## src/rtl/piano_pkg.sv

```systemverilog
// -----------------------------------------------------------------------------
// piano_pkg
//   Definitions shared by the piano / ear-training blocks:
//     - BASE_CLKS_PER_PERIOD : CLK100MHZ clocks per period of the lowest octave
//                              C..B (index 0 = C, index 11 = B). Each higher
//                              octave is a right shift of this table.
//     - NUM_KEYS_PER_OCT     : keys per octave (12)
//     - MAX_CHORD_NOTES      : notes in one ear-training chord (3)
//     - arp_state_t          : state encoding of arp_sequencer
//   No ports (package).
// -----------------------------------------------------------------------------
package piano_pkg;

    localparam int NUM_KEYS_PER_OCT = 12;
    localparam int MAX_CHORD_NOTES  = 3;

    localparam logic [31:0] BASE_CLKS_PER_PERIOD [NUM_KEYS_PER_OCT] = '{
        32'd3057805,  // C
        32'd2886186,  // C#
        32'd2724195,  // D
        32'd2571296,  // D#
        32'd2426984,  // E
        32'd2290767,  // F
        32'd2162195,  // F#
        32'd2040841,  // G
        32'd1926296,  // G#
        32'd1818182,  // A
        32'd1716134,  // A#
        32'd1619816   // B
    };

    typedef enum logic [2:0] {
        ARP_IDLE,
        ARP_LOAD,
        ARP_PLAY,
        ARP_GAP,
        ARP_DONE
    } arp_state_t;

endpackage

```

## src/rtl/note_period_lut.sv

```systemverilog
// -----------------------------------------------------------------------------
// note_period_lut
//   Combinational note-id to tone-period lookup, shared by the arpeggio
//   sequencer and the ear-training single-note path.
//   octid = id - RANGE_OFFSET (7-bit wrap); octid 1..12 selects C..B of the
//   base table, shifted right by OCT_SHIFT to reach the playback octave.
//   Ports:
//     id     in  7   note id
//     period out 32  clocks per tone period (0 when invalid)
//     valid  out 1   id maps to a key in the supported range
// -----------------------------------------------------------------------------
module note_period_lut #(
    parameter int RANGE_OFFSET = 27,
    parameter int OCT_SHIFT    = 3
) (
    input  logic [6:0]  id,
    output logic [31:0] period,
    output logic        valid
);
    import piano_pkg::*;

    logic [6:0] octid;
    logic [3:0] key;

    always_comb begin
        // NOTE: every output of a combinational block gets a default first,
        // otherwise paths that skip an assignment infer a latch.
        period = '0;
        valid  = 1'b0;
        octid  = id - 7'(RANGE_OFFSET);
        key    = octid[3:0] - 4'd1;
        // An id below the offset wraps to a large octid and lands here as invalid.
        if ((octid >= 7'd1) && (octid <= 7'(NUM_KEYS_PER_OCT))) begin
            valid  = 1'b1;
            period = BASE_CLKS_PER_PERIOD[key] >> OCT_SHIFT;
        end
    end

endmodule

```

## src/rtl/arp_sequencer.sv

```systemverilog
// -----------------------------------------------------------------------------
// arp_sequencer
//   Ear-training playback controller. A start pulse latches up to three note
//   ids and plays them one at a time through a single freq_pwm tone generator:
//   each note sounds for NOTE_CYCLES clocks followed by GAP_CYCLES of silence.
//   Ids outside the supported range are skipped without a load strobe.
//
//   Optional feature (macro ARP_LOOP_EN): adds input loop_en; when high at the
//   end of the last note's gap, the sequence restarts from note 0 with no done.
//
//   Ports:
//     CLK100MHZ        in  1   system clock
//     CPU_RESETN       in  1   asynchronous active-low reset
//     start            in  1   one-cycle request to play (ignored while busy)
//     abort            in  1   return to idle on the next edge, no done
//     note_num         in  2   notes to play, 0..3
//     note_id_0..2     in  7   note ids, played in index order
//     loop_en          in  1   (ARP_LOOP_EN only) repeat the sequence
//     clks_per_period  out 32  period for freq_pwm, holds its last value
//     new_period       out 1   one-cycle load strobe for freq_pwm
//     note_active      out 1   gate for eartraining_pwm / eartraining_sd
//     busy             out 1   sequence in progress (LOAD/PLAY/GAP/DONE)
//     done             out 1   one-cycle completion pulse
//     cur_idx          out 2   index of the note being handled
// -----------------------------------------------------------------------------
module arp_sequencer #(
    parameter int NOTE_CYCLES  = 50_000_000,
    parameter int GAP_CYCLES   = 5_000_000,
    parameter int RANGE_OFFSET = 27,
    parameter int OCT_SHIFT    = 3
) (
    input  logic        CLK100MHZ,
    input  logic        CPU_RESETN,
    input  logic        start,
    input  logic        abort,
    input  logic [1:0]  note_num,
    input  logic [6:0]  note_id_0,
    input  logic [6:0]  note_id_1,
    input  logic [6:0]  note_id_2,
`ifdef ARP_LOOP_EN
    input  logic        loop_en,
`endif
    output logic [31:0] clks_per_period,
    output logic        new_period,
    output logic        note_active,
    output logic        busy,
    output logic        done,
    output logic [1:0]  cur_idx
);
    import piano_pkg::*;

    localparam int CNT_MAX = (NOTE_CYCLES > GAP_CYCLES) ? NOTE_CYCLES : GAP_CYCLES;
    localparam int CNT_W   = $clog2(CNT_MAX) + 1;
    localparam logic [CNT_W-1:0] NOTE_LAST = CNT_W'(NOTE_CYCLES - 1);
    localparam logic [CNT_W-1:0] GAP_LAST  = CNT_W'(GAP_CYCLES - 1);
    localparam logic [CNT_W-1:0] CNT_ONE   = CNT_W'(1);

    arp_state_t       state;
    logic [CNT_W-1:0] cnt;
    logic [1:0]       num_q;
    logic [6:0]       id_q [MAX_CHORD_NOTES];

    logic [6:0]       cur_id;
    logic [31:0]      lut_period;
    logic             lut_valid;
    logic             more_notes;
    logic             loop_now;

`ifdef ARP_LOOP_EN
    assign loop_now = loop_en;
`else
    assign loop_now = 1'b0;
`endif

    always_comb begin
        case (cur_idx)
            2'd1:    cur_id = id_q[1];
            2'd2:    cur_id = id_q[2];
            default: cur_id = id_q[0];
        endcase
    end

    // Widened to 3 bits so that cur_idx+1 cannot wrap before the compare.
    assign more_notes = (3'(cur_idx) + 3'd1) < 3'(num_q);

    note_period_lut #(
        .RANGE_OFFSET (RANGE_OFFSET),
        .OCT_SHIFT    (OCT_SHIFT)
    ) u_lut (
        .id     (cur_id),
        .period (lut_period),
        .valid  (lut_valid)
    );

    // NOTE: sequential state uses non-blocking assignments so every register
    // samples the pre-edge values, independent of statement order.
    always_ff @(posedge CLK100MHZ or negedge CPU_RESETN) begin
        if (!CPU_RESETN) begin
            state           <= ARP_IDLE;
            cnt             <= '0;
            num_q           <= '0;
            // NOTE: the latched-id array is tiny, so it is reset like any other
            // register; large storage arrays would be left unreset.
            for (int i = 0; i < MAX_CHORD_NOTES; i++) id_q[i] <= '0;
            clks_per_period <= '0;
            new_period      <= 1'b0;
            note_active     <= 1'b0;
            busy            <= 1'b0;
            done            <= 1'b0;
            cur_idx         <= '0;
        end else begin
            new_period <= 1'b0;
            done       <= 1'b0;

            if (abort) begin
                state       <= ARP_IDLE;
                cnt         <= '0;
                note_active <= 1'b0;
                busy        <= 1'b0;
                cur_idx     <= '0;
            end else begin
                case (state)
                    ARP_IDLE: begin
                        if (start) begin
                            num_q   <= note_num;
                            id_q[0] <= note_id_0;
                            id_q[1] <= note_id_1;
                            id_q[2] <= note_id_2;
                            cur_idx <= '0;
                            cnt     <= '0;
                            busy    <= 1'b1;
                            if (note_num == 2'd0) begin
                                state <= ARP_DONE;
                                done  <= 1'b1;
                            end else begin
                                state <= ARP_LOAD;
                            end
                        end
                    end

                    ARP_LOAD: begin
                        cnt <= '0;
                        if (lut_valid) begin
                            // Period and strobe land together on the first PLAY cycle.
                            clks_per_period <= lut_period;
                            new_period      <= 1'b1;
                            note_active     <= 1'b1;
                            state           <= ARP_PLAY;
                        end else if (more_notes) begin
                            cur_idx <= cur_idx + 2'd1;
                        end else if (loop_now) begin
                            cur_idx <= '0;
                        end else begin
                            state <= ARP_DONE;
                            done  <= 1'b1;
                        end
                    end

                    ARP_PLAY: begin
                        if (cnt == NOTE_LAST) begin
                            cnt         <= '0;
                            note_active <= 1'b0;
                            state       <= ARP_GAP;
                        end else begin
                            cnt <= cnt + CNT_ONE;
                        end
                    end

                    ARP_GAP: begin
                        if (cnt == GAP_LAST) begin
                            cnt <= '0;
                            if (more_notes) begin
                                cur_idx <= cur_idx + 2'd1;
                                state   <= ARP_LOAD;
                            end else if (loop_now) begin
                                cur_idx <= '0;
                                state   <= ARP_LOAD;
                            end else begin
                                state <= ARP_DONE;
                                done  <= 1'b1;
                            end
                        end else begin
                            cnt <= cnt + CNT_ONE;
                        end
                    end

                    ARP_DONE: begin
                        state   <= ARP_IDLE;
                        cnt     <= '0;
                        busy    <= 1'b0;
                        cur_idx <= '0;
                    end

                    default: begin
                        state       <= ARP_IDLE;
                        cnt         <= '0;
                        note_active <= 1'b0;
                        busy        <= 1'b0;
                        cur_idx     <= '0;
                    end
                endcase
            end
        end
    end

endmodule

```

## config.mk

```make
export PLATFORM = sky130hd
export DESIGN_NAME = arp_sequencer
export DESIGN_NICKNAME = d
export VERILOG_FILES = /design/src/rtl/piano_pkg.sv /design/src/rtl/note_period_lut.sv /design/src/rtl/arp_sequencer.sv
export SDC_FILE = /design/constraint.sdc
export NUM_CORES = 1
export LEC_CHECK = 0
export CAP_MARGIN = 30
export CORE_MARGIN = 2
export CORE_UTILIZATION = 43
export CTS_CLUSTER_DIAMETER = 60
export DETAILED_ROUTE_END_ITERATION = 12
export PLACE_DENSITY = 0.71
export SLEW_MARGIN = 5
export SYNTH_ARGS = -nofsm -noshare
export SYNTH_HDL_FRONTEND = slang
export SYNTH_SLANG_ARGS = --single-unit
export TNS_END_PERCENT = 5
```

## constraint.sdc

```tcl
create_clock -name CLK100MHZ -period 4.9 [get_ports CLK100MHZ]
set_input_delay 0.98 -clock CLK100MHZ [delete_from_list [all_inputs] [get_ports CLK100MHZ]]
set_output_delay 0.98 -clock CLK100MHZ [all_outputs]
set_load 0.01 [all_outputs]
```

==> out/results.tsv, run 1 <==
metric	value	unit
ys_seq_area_frac	0.414	
vias	3708	
hold_viol_final	0	
wl_met1	4580	µm
area_delta_synth_final	16.2	%
synth_edf_count	0	
synth_area_per_cell	10.0	µm²
antenna_found_initial	0	
ys.flop_type	dfrtp_1	
ir_worst_vdd	335	µV
yosys-top-cells-area	dfrtp_1 (41%), mux2_2 (6.0%), mux2_4 (4.1%), ha_1 (3.7%), a21oi_1 (3.3%)	
finalSetupViolations	0	
ys_async_sr_fraction	1.00	
viasPerCell	5.68	
synth_top_area_frac	0.414	
n_antenna_cell	0	
fill_cells	976	
hp-start	id_q[18]	
reg2reg_from	cur_idx[0]	
r2r_end	clks_per_period[18]	
slew_viol_final	0	
top_layer_used	met4	
min_path_type	reg2reg	
synth-compound-area-share	0.172	
yosysMostFrequentCell	dfrtp_1	
row_count	38	
design.die.area	11800	µm²
synthDistinctLibCells	70	
synth_cells	469	
tns	0	ns
drt.antenna.violating_nets	0	
synth_xor_area_frac	0.00558	
post_drt_wl_per_cell	15.5	µm
min_to	id_q[18]	
path_class	reg2reg	
design_area	5480	µm²
gp_congestion	0.862	
ctsHoldBuffers	0	
grt_pass1_wl	17200	µm
worst_skew_pair.late_latency	0.35	ns
ios	65	
worst_pin_slew	0.715	ns
drtIter0Drc	187	
cts_max_level	3	
postPlaceCellArea	5190	µm²
root_buffer	clkbuf_8	
crit_arrival	4.38	ns
core	10700	µm²
dr_wl_met3	483	µm
power.density	581	nW/µm²
ys.warnings.count	0	
holdPathStages	1	
clkSinkCount	78	
fin_skew	0.00954	ns
initial_utilization	0.439	
cts_resized	0	
crit_fanout	22	
drc	0	
drive_gt1_frac	0.144	
timing.max_cap.violations	0	
die_h	109	µm
slew_headroom	0.522	
grt_max_degree	79	
rrSetupSlack	0.76	ns
drtPass1Iterations	4	
worst_ep_required_time	5.14	ns
worst_r2r_path_depth	13	
met2_length	4890	µm
fin_crit	4.14	ns
synth_common_cells	dfrtp_1 (78), nand2_1 (41), a21oi_1 (31)	
timing.fmax	0.241	GHz
cts_buffer_depth	2	
cts_setup_buffers	0	
p_leak	0.00229	µW
timing.final.crit_share	0.845	
cts_tree	yes	
status	finished clean	
endpoint_kind	flip-flop	
synth_top_cell_by_area	dfrtp_1	
cts_made_buffers	9	
syn_area	4710	µm²
synth_fa_ha_area_frac	0.0414	
hpwl	7050	µm
die_width	109	µm
yosys.area_share.simple	0.176	
synth-seq-cells	78	
numPortBuffers	51	
grt_setup_unrepaired	no	
synth_top_family_by_area	simple AND/OR/NAND/NOR gates	
grt_usage	0.183	
drt_wl_total	10100	µm
overflow	0	
path_clk_slew	0.09	ns
grt_pass1_vias	3551	
start_kind	flip-flop	
muxShareOfSynthArea	0.116	
fin_nets	550	
==> worst max-delay path, cell delays in order, from the launching register on <==
cell and delay (ns):
dfrtp_1 0.44, inv_1 0.12, ha_1 0.63, a221oi_1 0.14
nor2_1 0.59, inv_1 0.14, ha_1 0.34, or3_1 0.14
nor3_1 0.09, o21ba_2 0.23, nor3_1 0.31, nand3_2 0.17
inv_4 0.30, mux2_2 0.37
==> cell families (layout without fill, tap and decap cells) <==
family / count (synthesis) / in the layout
AOI/OAI and AO/OA: 119 / 119
xor gates and xnor gates: 3 / 3
adders and majority gates: 15 / 15
buffers and inverters: 56 / 88
DFF: 78 / 78
muxes: 45 / 45
other: 1 / 13
and+or+nand+nor: 152 / 152
==> cell type report <==
cell class              count  area (µm²)  area share
multi-input cells         347        2460       0.449
flip-flops and latches     78        1950       0.356
repair buffers             55         578       0.106
well taps                 140         175      0.0320
clock buffers              11         151      0.0276
clock inverters             5        81.3      0.0149
inverters                  17        78.8      0.0144
==> flip-flops by register name, indices dropped and copies added (netlist names) <==
| register | cells |
|---|---|
| cnt | 27 |
| id_q | 21 |
| clks_per_period | 19 |
| state | 3 |
| cur_idx | 2 |
| num_q | 2 |
| busy | 1 |
| done | 1 |
| new_period | 1 |
| note_active | 1 |
==> worst max path at each step <==
| stage | start | endpoint | slack (ns) | cells past startpoint |
|---|---|---|---|---|
| after detailed placement | cur_idx[0] | clks_per_period[15] | 0.81 | 13 |
| after global placement | cur_idx[0] | clks_per_period[18] | 1.01 | 13 |
| after floorplan | cur_idx[0] | clks_per_period[15] | 1.21 | 16 |
| after global routing | cur_idx[0] | clks_per_period[18] | 0.43 | 13 |
| final | cur_idx[0] | clks_per_period[18] | 0.76 | 13 |
| after CTS | cur_idx[0] | clks_per_period[18] | 0.76 | 13 |
==> stage by stage <==
stage	power (µW)	cells	util	hold slack (ns)	worst slack (ns)
6_report	3180	653	0.510	0.513	0.757
5_1_grt	3460	653	0.510	0.528	0.425
4_1_cts	3180	651	0.505	0.512	0.764
3_5_place_dp	2610	635	0.483	0.493	0.809
3_3_place_gp	2570	635	0.483	0.485	1.01
2_1_floorplan	2200	481	-	0.467	1.21
==> layout by cell type (no fill, tap or decap), drive strengths merged, types with 4 or more instances in the layout <==
cell type,count
and4,5
clkdlybuf4s50,50
nand2,41
ha,14
and2,7
mux2,39
a221o,6
nand4,9
nand2b,12
inv,16
nand3,12
mux2i,6
o22ai,4
or3,4
nor2,27
o21ai,23
buf,5
nor2b,4
clkbuf,11
a31oi,13
nor4,4
a21oi,31
a211o,4
dfrtp,78
conb,13
nor3,10
a22o,5
==> metal layers <==
| metal | vias to the layer above | track usage |
|---|---|---|
| li1 | 1781 | - |
| met1 | 1808 | 0.239 |
| met2 | 103 | 0.306 |
| met3 | 16 | 0.0395 |
| met4 | 0 | 0.0559 |
| met5 | - | 0 |
==> report_power, final <==
part	switching (µW)	total, µW	leakage [µW]	internal (µW)
registers	129	947	0.00101	818
clock network	242	557	0.000116	315
logic	915	1680	0.00116	764
No activity file was read; power rests on OpenSTA's default activity.
==> run 2: changes to the inputs <==
==> constraint.sdc (replaced) <==
create_clock -name CLK100MHZ -period 4.25 [get_ports CLK100MHZ]
set_input_delay 0.85 -clock CLK100MHZ [delete_from_list [all_inputs] [get_ports CLK100MHZ]]
set_output_delay 0.85 -clock CLK100MHZ [all_outputs]
set_load 0.01 [all_outputs]
==> run 2 against run 1 <==
  * Core utilization down 0.070 points
  * Worst hold slack worse by 0.11 ns
  * Critical path depth unchanged
  * Combinational power up 17%
  * Critical path type unchanged
  * Non-clock buffer count up 3
  * Power up 15%
  * Largest cell class unchanged
  * Sequential share of layout area about the same
  * First-iteration DRC count up 4.8%
==> out/results.tsv, run 2 (synthesized netlist as in run 1, its figures left out) <==
metric	value	unit	change
timing.final.crit_share	0.903		+0.0571
timing.max_cap.violations	0		unchanged
largestRegisters	cnt (27), id_q (21), clks_per_period (19)		
worst_pin_slew	0.935	ns	+0.221 ns
drc	0		unchanged
largest_reg_flops	27		unchanged
clkSinkCount	78		unchanged
fin_skew	0.0108	ns	+0.00123 ns
cts_made_buffers	9		unchanged
finalSetupViolations	0		unchanged
fin_ws	0.414	ns	-0.343 ns
crit_arrival	4.07	ns	-0.31 ns
endpoint_kind	flip-flop		
min_path_type	in2async		
antenna_found_initial	0		unchanged
slowest_stage	dfrtp_1		
n_antenna_cell	0		unchanged
grt_pass1_wl	17600	µm	+1.9%
grt_usage	0.188		+0.00431
die_h	109	µm	unchanged
vias	3687		-0.57%
start_kind	flip-flop		
worst_ep_required_time	4.48	ns	-0.66 ns
cts_tree	yes		
drt_wl_total	10200	µm	+1.1%
dp_slack	0.401	ns	-0.409 ns
status	finished clean		
drive_gt1_frac	0.149		+0.00498
cts_resized	0		unchanged
drtIter0Drc	196		+4.8%
final_cell_mix	dfrtp_1 (78), clkdlybuf4s50_1 (50), nand2_1 (41)		
worst_skew_pair.late_latency	0.34	ns	about the same
ctsHoldBuffers	0		unchanged
hold_viol_final	0		unchanged
p_leak	0.00229	µW	about the same
initial_utilization	0.439		unchanged
ir_worst_vdd	452	µV	+35%
die_width	109	µm	unchanged
design.die.area	11800	µm²	unchanged
hpwl	7280	µm	+3.2%
grt_max_degree	79		unchanged
cts_setup_buffers	0		unchanged
post_drt_wl_per_cell	15.6	µm	+0.65%
power	3670	µW	+15%
slew_viol_final	0		unchanged
tns	0	ns	unchanged
cts_buffer_depth	2		unchanged
path_class	reg2reg		
cts_max_level	3		unchanged
power.density	672	nW/µm²	+16%
crit_path_cell_trace	inv_1 -> ha_1 -> a221o_1 -> and2_1 -> ha_1 -> ha_1 -> or3_1 -> nor3_1 -> o21ba_2 -> nor3_1 -> nand3_2 -> inv_4 -> mux2_2		
core	10700	µm²	unchanged
timing.fmax	0.261	GHz	+8.0%
gp_congestion	0.850		-1.4%
root_buffer	clkbuf_8		
path_clk_slew	0.08	ns	about the same
grt_pass1_vias	3606		+1.5%
overflow	0		unchanged
area_delta_synth_final	16.1	%	
regMostFlops	cnt		
viasPerCell	5.62		-1.0%
numPortBuffers	51		unchanged
fin_crit	3.84	ns	-0.307 ns
fin_util	0.509		-0.000699
ios	65		unchanged
crit_fanout	22		unchanged
fill_cells	957		-1.9%
final_common_cell	dfrtp_1		
drtPass1Iterations	5		+1
slew_headroom	0.375		-0.147
grt_setup_unrepaired	no		
critPathMaxStageDelay	0.44	ns	-0.19 ns
fin_nets	553		+0.55%
cpMostUsedCell	ha_1		
drt.antenna.violating_nets	0		unchanged
row_count	38		unchanged
-- run 2: final cells by class --
class / instances / area [µm²] / share of cell area
multi-input cells: 347 / 2460 / 0.450
flip-flops and latches: 78 / 1950 / 0.357
repair buffers: 58 / 581 / 0.106
clock inverters: 6 / 85.1 / 0.0156
clock buffers: 10 / 138 / 0.0252
well taps: 140 / 175 / 0.0320
inverters: 17 / 78.8 / 0.0144
-- run 2: worst paths after layout --
path,slack (ns),start,to,cells past startpoint
max in group asynchronous,3.28,CPU_RESETN,cnt[21],2
min reg2reg,0.51,clks_per_period[15],clks_per_period[15],1
min,0.40,CPU_RESETN,id_q[1],1
max reg2reg,0.41,cur_idx[0],clks_per_period[18],13
min in group CLK100MHZ,0.51,clks_per_period[15],clks_per_period[15],1
max,0.41,cur_idx[0],clks_per_period[18],13
-- run 2: per-layer routing --
layer | global-route usage | vias up | wire (µm) | part of all wire
met5 | 0 | - | 0 | 0
met3 | 0.0436 | 11 | 513 | 0.050
met1 | 0.241 | 1794 | 4550 | 0.45
met4 | 0.0504 | 0 | 103 | 0.010
met2 | 0.319 | 103 | 5050 | 0.49
li1 | - | 1779 | - | -
-- run 2: worst max-delay path, delay by kind of cell (launching register included) --
kind / cells / cell delay [ns]
adders and majority gates: 3 / 1.00
and+or+nand+nor: 5 / 0.94
AOI/OAI and AO/OA: 2 / 0.55
DFF: 1 / 0.44
buffers and inverters: 2 / 0.42
muxes: 1 / 0.38
-- run 2: through the flow --
step           cell area [µm²]  hold slack [ns]  cells
6_report                  5470            0.400    656
5_1_grt                   5470            0.396    656
4_1_cts                   5440            0.516    655
3_5_place_dp              5220            0.492    639
3_3_place_gp              5220            0.492    639
2_1_floorplan             4760            0.467    481
-- run 2: where the power goes --
| part | internal [µW] | leakage, µW | switching, µW |
|---|---|---|---|
| Clock | 345 | 0.000108 | 273 |
| Combinational | 898 | 0.00117 | 1070 |
| Sequential | 943 | 0.00101 | 149 |
| Total | 2190 | 0.00229 | 1490 |
==> run 3: changes to the inputs <==
--- a/config.mk
+++ b/config.mk
@@ -5,6 +5,7 @@
 export SDC_FILE = /design/constraint.sdc
 export NUM_CORES = 1
 export LEC_CHECK = 0
+export ABC_AREA = 1
 export CAP_MARGIN = 30
 export CORE_MARGIN = 2
 export CORE_UTILIZATION = 43
==> run 3 against run 2 <==
  * Critical path depth is 6 higher
  * Sequential power barely moved
  * Maximum frequency grew 7.7%
  * Clock power decreased by 4.4%
  * Global-route usage is 1.6 points higher
  * Critical endpoint is now clks_per_period[2]
  * Clock skew up 0.0013 ns
  * Combinational power is 6% higher
  * Non-clock buffer count is 1 lower
  * Design area hardly changed
  * Final cell count rose by 21%
  * Highest routed layer unchanged
==> out/results.tsv, run 3 <==
metric	value	unit	change
status	finished clean		
timing.fmax	0.281	GHz	+7.7%
core	10400	µm²	-3.1%
grt_max_degree	79		unchanged
slowest_stage	dfrtp_1		
synth_top_area_frac	0.421		+0.00637
tns	0	ns	unchanged
antenna_found_initial	0		unchanged
ir_worst_vdd	336	µV	-26%
synth_edf_count	0		unchanged
p_leak	0.00242	µW	+5.9%
synth_area_per_cell	7.77	µm²	-23%
crit_fanout	37		+68%
final_common_cell	nand2_1		
final_cell_mix	nand2_1 (125), dfrtp_1 (78), inv_1 (72)		
path_clk_slew	0.10	ns	+0.02 ns
n_antenna_cell	0		unchanged
syn_area	4640	µm²	-1.5%
drt.antenna.violating_nets	0		unchanged
min_path_type	in2async		
cts_setup_buffers	0		unchanged
worst_skew_pair.late_latency	0.37	ns	+0.03 ns
ios	65		unchanged
critPathLaunch	cur_idx[0]		
timing.max_cap.violations	0		unchanged
vias	4164		+13%
worstSetupEndpoint	clks_per_period[2]		
largestRegisters	cnt (27), id_q (21), clks_per_period (19)		
hpwl	8180	µm	+12%
dp_slack	0.749	ns	+0.348 ns
yosys-top-cells-area	dfrtp_1 (42%), nand2_1 (10%), inv_1 (5.8%), nor2_1 (5.0%), mux2_2 (4.9%)		
path_class	reg2reg		
area_delta_synth_final	18.0	%	
gp_congestion	0.944		+11%
numPortBuffers	51		unchanged
initial_utilization	0.446		+0.00701
synth_cells	597		+27%
crit_arrival	3.81	ns	-0.26 ns
critPathMaxStageDelay	0.46	ns	+0.02 ns
grt_pass1_wl	18900	µm	+7.9%
synth_top_cell_by_area	dfrtp_1		
start_kind	flip-flop		
post_drt_wl_per_cell	14.1	µm	-9.6%
regMostFlops	cnt		
largest_reg_flops	27		unchanged
timing.final.crit_share	0.838		-0.0647
fin_hold_ws	0.398	ns	-0.00224 ns
cts_tree	yes		
grt_pass1_vias	3874		+7.4%
ys_seq_area_frac	0.421		+0.00637
endpoint_kind	flip-flop		
cts_max_level	3		unchanged
grt_setup_unrepaired	no		
ys.flop_type	dfrtp_1		
die_width	108	µm	-0.73%
crit_path_cell_trace	inv_1 -> ha_1 -> inv_2 -> or2_2 -> nand2_1 -> inv_1 -> ha_1 -> ha_1 -> inv_1 -> nand3_1 -> nand3_1 -> nand2_1 -> inv_1 -> nor2_1 -> nand3_2 -> buf_4 -> inv_2 -> o21ai_1 -> nand2_1		
drtIter0Drc	313		+60%
row_count	37		-2.6%
fin_ws	0.689	ns	+0.275 ns
drc	0		unchanged
die_h	108	µm	-0.73%
viasPerCell	5.25		-6.6%
synthDistinctLibCells	41		-41%
reg2reg_from	cur_idx[0]		
rrSetupSlack	0.69	ns	+0.28 ns
finalSetupViolations	0		unchanged
worst_pin_slew	0.513	ns	-0.422 ns
r2r_end	clks_per_period[2]		
worst_ep_required_time	4.50	ns	+0.02 ns
overflow	0		unchanged
slew_headroom	0.655		+0.280
design.die.area	11600	µm²	-1.5%
grt_usage	0.204		+0.0164
fin_nets	694		+25%
cts_buffer_depth	2		unchanged
fin_crit	3.56	ns	-0.275 ns
ys.warnings.count	0		unchanged
synth-seq-cells	78		unchanged
synth_common_cells	nand2_1 (125), dfrtp_1 (78), inv_1 (72)		
clkSinkCount	78		unchanged
power.density	680	nW/µm²	+1.3%
drive_gt1_frac	0.0852		-0.0640
drtPass1Iterations	5		unchanged
root_buffer	clkbuf_8		
cts_made_buffers	9		unchanged
worst_r2r_path_depth	19		+6
ys_async_sr_fraction	1.00		unchanged
drt_wl_total	11200	µm	+9.2%
yosysMostFrequentCell	nand2_1		
slew_viol_final	0		unchanged
fill_cells	996		+4.1%
fin_skew	0.0121	ns	+0.00132 ns
hold_viol_final	0		unchanged
ctsHoldBuffers	0		unchanged
cpMostUsedCell	inv_1		
cts_resized	0		unchanged
[run 3: worst max-delay path, delay by kind of cell, from the launching register on]
| kind | cells | cell delay, ns |
|---|---|---|
| adders and majority gates | 3 | 0.94 |
| buffers and inverters | 7 | 0.99 |
| AOI/OAI and AO/OA | 1 | 0.09 |
| DFF | 1 | 0.46 |
| and+or+nand+nor | 8 | 0.93 |
[run 3: kinds of logic (layout without fill, tap and decap cells)]
| logic type | after synthesis | after routing | share of synthesized area |
|---|---|---|---|
| flops | 78 | 78 | 0.421 |
| other cells | 1 | 13 | 0.000808 |
| mux | 20 | 20 | 0.0485 |
| buf+inv | 103 | 151 | 0.0989 |
| fa+ha+maj | 15 | 15 | 0.0421 |
| xor+xnor | 8 | 8 | 0.0151 |
| compound gates | 95 | 95 | 0.115 |
| simple gates | 277 | 277 | 0.259 |
[run 3: area by class of cell]
cell class | instances | area (µm²) | share of cell area
well taps | 136 | 170 | 0.0311
inverters | 78 | 293 | 0.0535
clock buffers | 9 | 124 | 0.0226
flip-flops and latches | 78 | 1950 | 0.357
multi-input cells | 428 | 2270 | 0.416
clock inverters | 7 | 80.1 | 0.0146
repair buffers | 57 | 581 | 0.106
[run 3: power by group]
| part | leakage, µW | total [µW] | switching, µW | internal (µW) |
|---|---|---|---|---|
| registers | 0.00102 | 1060 | 115 | 949 |
| clock network | 0.0000964 | 590 | 312 | 277 |
| logic | 0.00131 | 2070 | 1300 | 774 |
[run 3: how the worst min path moves through the flow]
stage                              from                   to  slack, ns  cells after the start
floorplan                      id_q[14]             id_q[14]       0.47                      1
global route                 CPU_RESETN             id_q[10]       0.42                      1
CTS                 clks_per_period[15]  clks_per_period[15]       0.49                      2
global placement    clks_per_period[15]  clks_per_period[15]       0.47                      2
detailed placement  clks_per_period[15]  clks_per_period[15]       0.47                      2
finish                       CPU_RESETN             id_q[10]       0.40                      1
[run 3: metrics by stage]
step           instance area [µm²]  utilization  total power, µW  cells
2_1_floorplan                 4690            -             2520    609
3_3_place_gp                  5230        0.502             3080    775
3_5_place_dp                  5240        0.503             3120    776
4_1_cts                       5450        0.523             3710    792
5_1_grt                       5470        0.526             4040    793
6_report                      5470        0.526             3720    793
[run 3: metal layers]
metal / GRT usage / vias to the layer above / part of all wire
met2: 0.299 / 150 / 0.44
met4: 0.0632 / 0 / 0.013
met3: 0.0315 / 16 / 0.056
met5: 0 / - / 0
met1: 0.309 / 1935 / 0.49
li1: - / 2063 / -
